--- src/rtl/icg_enable_scheduler.sv ---
// ----------------------------------------------------------------------------
// icg_enable_scheduler
//
// Purpose:
//   Drives the E pins of N integrated clock-gate cells, one per gated clock
//   branch. A branch raises its request when it needs its clock. The block
//   opens that branch's gate, waits a fixed wake-up delay and then
//   acknowledges. After the request has been low for an idle hysteresis
//   period, the block closes the gate again.
//
//   Wake-ups are arbitrated round-robin. At most one branch starts waking in
//   any cycle, which bounds the supply current step. The block runs in the
//   always-on clock domain.
//
//   Every output comes straight from a flop, so the ICG enable latches never
//   see a combinational glitch.
//
// Parameters:
//   N         number of gated clock branches (>= 2)
//   WAKE_CYC  cycles from gate open to acknowledge (>= 1)
//   IDLE_CYC  idle cycles with request low before the gate closes (>= 1)
//   CNT_W     counter width, >= clog2(max(WAKE_CYC, IDLE_CYC) + 1)
//
// Ports:
//   clk_i       ungated root clock, rising edge
//   rst_i       synchronous reset, active-high
//   force_on_i  global override, all gates open one cycle later (debug/DFT)
//   req_i[N]    per-branch clock request (level)
//   e_o[N]      to the ICG E pins, 1 = clock enabled
//   ack_o[N]    per-branch: the gated clock is running and stable
//   busy_o      some branch is in its wake-up phase
// ----------------------------------------------------------------------------
module icg_enable_scheduler #(
    parameter int N        = 4,
    parameter int WAKE_CYC = 2,
    parameter int IDLE_CYC = 8,
    parameter int CNT_W    = 4
) (
    input  logic         clk_i,
    input  logic         rst_i,
    input  logic         force_on_i,
    input  logic [N-1:0] req_i,
    output logic [N-1:0] e_o,
    output logic [N-1:0] ack_o,
    output logic         busy_o
);

    typedef enum logic [1:0] {
        ST_OFF  = 2'd0,
        ST_WAKE = 2'd1,
        ST_ON   = 2'd2,
        ST_HOLD = 2'd3
    } br_state_e;

    localparam int              PTR_W     = (N > 1) ? $clog2(N) : 1;
    localparam logic [CNT_W-1:0] WAKE_LOAD = CNT_W'(WAKE_CYC - 1);
    localparam logic [CNT_W-1:0] IDLE_LOAD = CNT_W'(IDLE_CYC - 1);
    localparam logic [CNT_W-1:0] CNT_ONE   = CNT_W'(1);

    br_state_e        st_q  [N];
    br_state_e        st_d  [N];
    logic [CNT_W-1:0] cnt_q [N];
    logic [CNT_W-1:0] cnt_d [N];
    logic [PTR_W-1:0] ptr_q, ptr_d;

    logic [N-1:0]     cand;
    logic [N-1:0]     grant;

    logic [N-1:0]     e_q, e_d;
    logic [N-1:0]     ack_q, ack_d;
    logic             busy_q, busy_d;

    // ------------------------------------------------------------------
    // Round-robin arbiter. A branch is a candidate while it is OFF and
    // requesting. The first candidate at or after the pointer wins, with
    // wrap-around. Candidates that lose stay OFF and try again next cycle.
    // ------------------------------------------------------------------
    always_comb begin
        logic found;
        int   idx;
        // NOTE: every signal driven here gets a default before any
        // conditional assignment, so no path leaves it unassigned and no
        // latch is inferred.
        found = 1'b0;
        idx   = 0;
        grant = '0;
        ptr_d = ptr_q;
        for (int i = 0; i < N; i++) begin
            cand[i] = req_i[i] && (st_q[i] == ST_OFF);
        end
        for (int k = 0; k < N; k++) begin
            idx = int'(ptr_q) + k;
            if (idx >= N) begin
                idx = idx - N;
            end
            if (!found && cand[idx]) begin
                found      = 1'b1;
                grant[idx] = 1'b1;
                ptr_d      = (idx == N - 1) ? '0 : PTR_W'(idx + 1);
            end
        end
    end

    // ------------------------------------------------------------------
    // Per-branch state machines.
    // ------------------------------------------------------------------
    always_comb begin
        for (int i = 0; i < N; i++) begin
            st_d[i]  = st_q[i];
            cnt_d[i] = cnt_q[i];
            unique case (st_q[i])
                ST_OFF: begin
                    if (grant[i]) begin
                        st_d[i]  = ST_WAKE;
                        cnt_d[i] = WAKE_LOAD;
                    end
                end
                // A wake-up always runs to completion, whatever the request
                // does, so the gate is never closed on a clock that is
                // still settling.
                ST_WAKE: begin
                    if (cnt_q[i] == '0) begin
                        st_d[i] = ST_ON;
                    end else begin
                        cnt_d[i] = cnt_q[i] - CNT_ONE;
                    end
                end
                ST_ON: begin
                    if (!req_i[i]) begin
                        st_d[i]  = ST_HOLD;
                        cnt_d[i] = IDLE_LOAD;
                    end
                end
                // The request is tested before the counter. A request that
                // returns in the last hold cycle therefore keeps the gate
                // open instead of closing it.
                ST_HOLD: begin
                    if (req_i[i]) begin
                        st_d[i] = ST_ON;
                    end else if (cnt_q[i] == '0) begin
                        st_d[i] = ST_OFF;
                    end else begin
                        cnt_d[i] = cnt_q[i] - CNT_ONE;
                    end
                end
                default: begin
                    st_d[i] = ST_OFF;
                end
            endcase
        end
    end

    // ------------------------------------------------------------------
    // Output decode. It works on next-state values so the outputs can be
    // registered and still line up with the state flops. The override
    // reaches E through that same register, which gives it a one-cycle
    // delay. The override never touches the FSMs or ACK.
    // ------------------------------------------------------------------
    always_comb begin
        busy_d = 1'b0;
        for (int i = 0; i < N; i++) begin
            e_d[i]   = (st_d[i] != ST_OFF) || force_on_i;
            ack_d[i] = (st_d[i] == ST_ON) || (st_d[i] == ST_HOLD);
            if (st_d[i] == ST_WAKE) begin
                busy_d = 1'b1;
            end
        end
    end

    // ------------------------------------------------------------------
    // State registers. Reset clears everything immediately. Gates close on
    // the next cycle with no idle hold.
    // ------------------------------------------------------------------
    always_ff @(posedge clk_i) begin
        if (rst_i) begin
            // NOTE: the per-branch arrays are a handful of control flops,
            // not a RAM, so they are reset along with the other state.
            for (int i = 0; i < N; i++) begin
                st_q[i]  <= ST_OFF;
                cnt_q[i] <= '0;
            end
            ptr_q  <= '0;
            e_q    <= '0;
            ack_q  <= '0;
            busy_q <= 1'b0;
        end else begin
            // NOTE: sequential state uses non-blocking assignments. Every
            // flop then samples pre-edge values, whatever order the
            // statements appear in.
            for (int i = 0; i < N; i++) begin
                st_q[i]  <= st_d[i];
                cnt_q[i] <= cnt_d[i];
            end
            ptr_q  <= ptr_d;
            e_q    <= e_d;
            ack_q  <= ack_d;
            busy_q <= busy_d;
        end
    end

    assign e_o    = e_q;
    assign ack_o  = ack_q;
    assign busy_o = busy_q;

endmodule

--- config.mk ---
export PLATFORM = sky130hd
export DESIGN_NAME = icg_enable_scheduler
export DESIGN_NICKNAME = d
export VERILOG_FILES = /design/src/rtl/icg_enable_scheduler.sv
export SDC_FILE = /design/constraint.sdc
export NUM_CORES = 1
export LEC_CHECK = 0
export ABC_CLOCK_PERIOD_IN_PS = 7210
export CAP_MARGIN = 0
export CORE_MARGIN = 2
export CORE_UTILIZATION = 60
export CTS_BUF_LIST = sky130_fd_sc_hd__clkbuf_4 sky130_fd_sc_hd__clkbuf_8
export DETAILED_ROUTE_END_ITERATION = 7
export PLACE_DENSITY_LB_ADDON = 0.12
export SLEW_MARGIN = 20
export SYNTH_ARGS = -nofsm -noshare
export SYNTH_HDL_FRONTEND = slang
export SYNTH_SLANG_ARGS = --single-unit
--- constraint.sdc ---
create_clock -name clk_i -period 7.21 [get_ports clk_i]
set_clock_uncertainty 0.1 [all_clocks]
set_input_delay 1.442 -clock clk_i [delete_from_list [all_inputs] [get_ports clk_i]]
set_output_delay 1.442 -clock clk_i [all_outputs]
set_load 0.01 [all_outputs]
==> flow_metrics.py <==
metrics = {
    "floorplanning": {
        "die_y_um": 66.8,
        "die_w_um": 66.8,
        "ios": 16,
        "start_util_pct": 63.6,
        "coreArea_um2": 3720,
        "rows": 22,
        "dieArea_um2": 4460,
    },
    "sta": {
        "totalNegativeSetupSlack_ps": 0,
        "max_freq_ghz": 0.220,
        "relSlewSlack_pct": 31.2,
        "final-hold-violation-count": 0,
        "fin_crit_sh_pct": 63.1,
        "timing.final.ws_setup_ps": 2660,
        "setup_viol_count_final": 0,
        "worst_pin_slew_ps": 1020,
        "min_period_ps": 4550,
        "slew_violations": 0,
        "rsz0062_at_grt": "no",
    },
    "layout": {
        "layout.cells.non_filler": 342,
        "utilization_pct": 70.3,
        "syn_to_final_growth_pct": 10.5,
        "n_antenna_cell": 0,
        "drive_above_1_share_pct": 9.18,
        "final_nets": 320,
    },
    "logic_synthesis": {
        "synth_top_area_cell": "dfxtp_1",
        "yosys_warnings": 0,
        "synth.avg_cell_area_um2": 8.35,
        "synth-seq-area-share_pct": 27.1,
        "synth-async-reset-ratio_pct": 0,
        "yosysTopAreaCellShare_pct": 27.1,
        "synthTopCellsByCount": "32 x dfxtp_1, 31 x nor2_1, 23 x a21oi_1, 21 x inv_1, 20 x ha_1",
        "synth_fp_nets": 310,
        "synth-main-ff-cell": "dfxtp_1",
        "yosysMostFrequentCell": "dfxtp_1",
        "synth_edf_count": 0,
        "synthTopCellsByArea": "dfxtp_1 27%, ha_1 11%, nor2_1 4.9%, a21oi_1 4.9%, inv_1 3.3%",
        "yosysUniqueCellTypes": 60,
        "ys_ff_latch": 32,
        "syn_inst": 283,
        "syn-cell-area_um2": 2360,
    },
    "route": {
        "vias": 2139,
        "post_drt_wl_per_cell_um": 15.1,
        "wl_um": 5160,
        "via_per_inst": 6.25,
        "first_iter_violations": 146,
        "first_pass_iters": 5,
        "drt.antenna.violating_nets": 0,
        "drc": 0,
    },
    "worst_setup_path": {
        "end_kind": "flip-flop",
        "cp.required_ps": 7260,
        "rrSetupSlack_ps": 3640,
        "startpoint": "req_i[0]",
        "crit_arrival_ps": 4600,
        "critical_path_class": "input pin to flip-flop",
        "start_kind": "input pin",
        "reg2reg_to": "cnt_q[3][1]",
        "cp_max_fo": 8,
        "worstSetupEndpoint": "cnt_q[3][1]",
        "r2r_start": "ptr_q[0]",
        "rr_worst_depth": 8,
    },
    "run": {
        "maxCapViolCount": 0,
    },
    "placed_design": {
        "dp_hpwl_um": 3690,
        "pre_cts_ws_ps": 2460,
        "gp_congestion": 0.969,
        "dpl.cell_count": 334,
        "io_buffers": 15,
    },
    "clocking": {
        "cts_setup_buffers": 0,
        "cts_tree": "done",
        "h-tree-depth": 2,
        "clock_path_buffers": 2,
        "worstSkewPairLatency_ps": 290,
        "clock-sinks": 32,
        "post_cts_resized": 0,
        "cts_made_buffers": 5,
        "root_buffer": "clkbuf_8",
        "clk_pin_slew_ps": 60,
        "hold_buffers": 0,
    },
    "pwr": {
        "power_w": 0.00126,
        "net-switching-power_w": 0.000564,
        "peakVddDrop_uv": 245,
        "p_int_w": 0.000691,
        "power_density_nw_per_um2": 481,
        "pwr-share-comb_pct": 61.2,
        "seqPwrFrac_pct": 24.8,
        "p_leak_nw": 0.990,
        "clockPowerShare_pct": 14.0,
        "swShare_pct": 44.9,
    },
    "hold_path": {
        "hp-class": "flip-flop to flip-flop",
    },
    "global_route": {
        "grt-ovfl-total": 0,
        "grt_max_degree": 33,
        "grtUsageTotal_pct": 25.2,
        "first_global_vias": 1923,
        "antenna_found_initial": 0,
        "grt_pass1_wl_um": 8610,
    },
    "run_status": {
        "status": "completed",
    },
}
==> cell type report <==
class | instances | area (µm²)
inverter | 21 | 78.8
timing repair buffer | 15 | 145
clock inverter | 2 | 35.0
fill | 322 | 1100
sequential | 32 | 641
clock buffer | 6 | 76.3
tap | 48 | 60.1
multi-input combinational | 218 | 1580
==> layer usage <==
| layer | vias up | track usage (%) | wire, µm |
|---|---|---|---|
| met2 | 78 | 40.1 | 2360 |
| met1 | 993 | 33.9 | 2390 |
| li1 | 1060 | - | - |
| met3 | 8 | 6.08 | 367 |
| met5 | - | 0 | 0 |
| met4 | 0 | 6.89 | 35 |
==> worst min-delay path by stage <==
stage,cells after the start,slack (ps),startpoint,endpoint
finish,2,380,cnt_q[2][1],cnt_q[2][1]
global route,2,420,cnt_q[2][1],cnt_q[2][1]
CTS,2,380,cnt_q[2][1],cnt_q[2][1]
detailed placement,2,370,cnt_q[2][1],cnt_q[2][1]
global placement,2,370,cnt_q[2][1],cnt_q[2][1]
floorplan,2,350,cnt_q[1][1],cnt_q[1][1]
==> cell families after synthesis <==
logic type	Yosys count	synth area share, %
muxes	5	3.71
AOI/OAI and AO/OA	87	27.0
and+or+nand+nor	105	25.0
adders and majority gates	20	10.6
xor gates and xnor gates	1	0.371
buffers and inverters	33	6.25
DFF	32	27.1
==> worst max-delay path: stages <==
cell and delay, ps:
clkdlybuf4s50_1 530, nor4b_1 840, o2111ai_1 230, a21oi_1 520, a221oi_2 190, a221oi_2 540
mux2i_1 250, nor2_1 50
==> cells in the final DEF, fill, tap and decap left out, types with 3 or more instances in the layout <==
cell type	instances
mux4_2	3
a21o_1	4
a211oi_1	9
nand2b_1	4
nand2_1	15
clkbuf_8	5
nor3b_1	5
nor2b_1	6
a21oi_1	23
dfxtp_1	32
nand3b_1	7
a2111o_1	3
nor4bb_1	3
nor3_1	12
o21ai_0	15
clkdlybuf4s50_1	14
a31oi_1	3
and2_1	3
inv_1	21
nor2_1	31
or3b_2	4
ha_1	20
==> through the flow <==
stage | area, µm² | hold slack, ps
floorplan | 2360 | 355
global placement | 2500 | 374
detailed placement | 2500 | 372
CTS | 2610 | 385
global route | 2610 | 416
finish | 2610 | 379
==> state kept, by name, summed over array words and instances (netlist names) <==
register / flops
ack_o: 4
busy_o: 1
cnt_q: 16
e_o: 4
ptr_q: 2
st_q: 5
==> power groups by stage <==
stage	Clock, W	Sequential [W]	Combinational (W)
after floorplan	0	0.000287	0.000620
after global placement	0	0.000314	0.000749
after detailed placement	0	0.000315	0.000757
after CTS	0.000181	0.000311	0.000764
after global routing	0.000187	0.000324	0.000853
final	0.000176	0.000311	0.000768
Note: power is estimated with default switching activity, not from simulation.
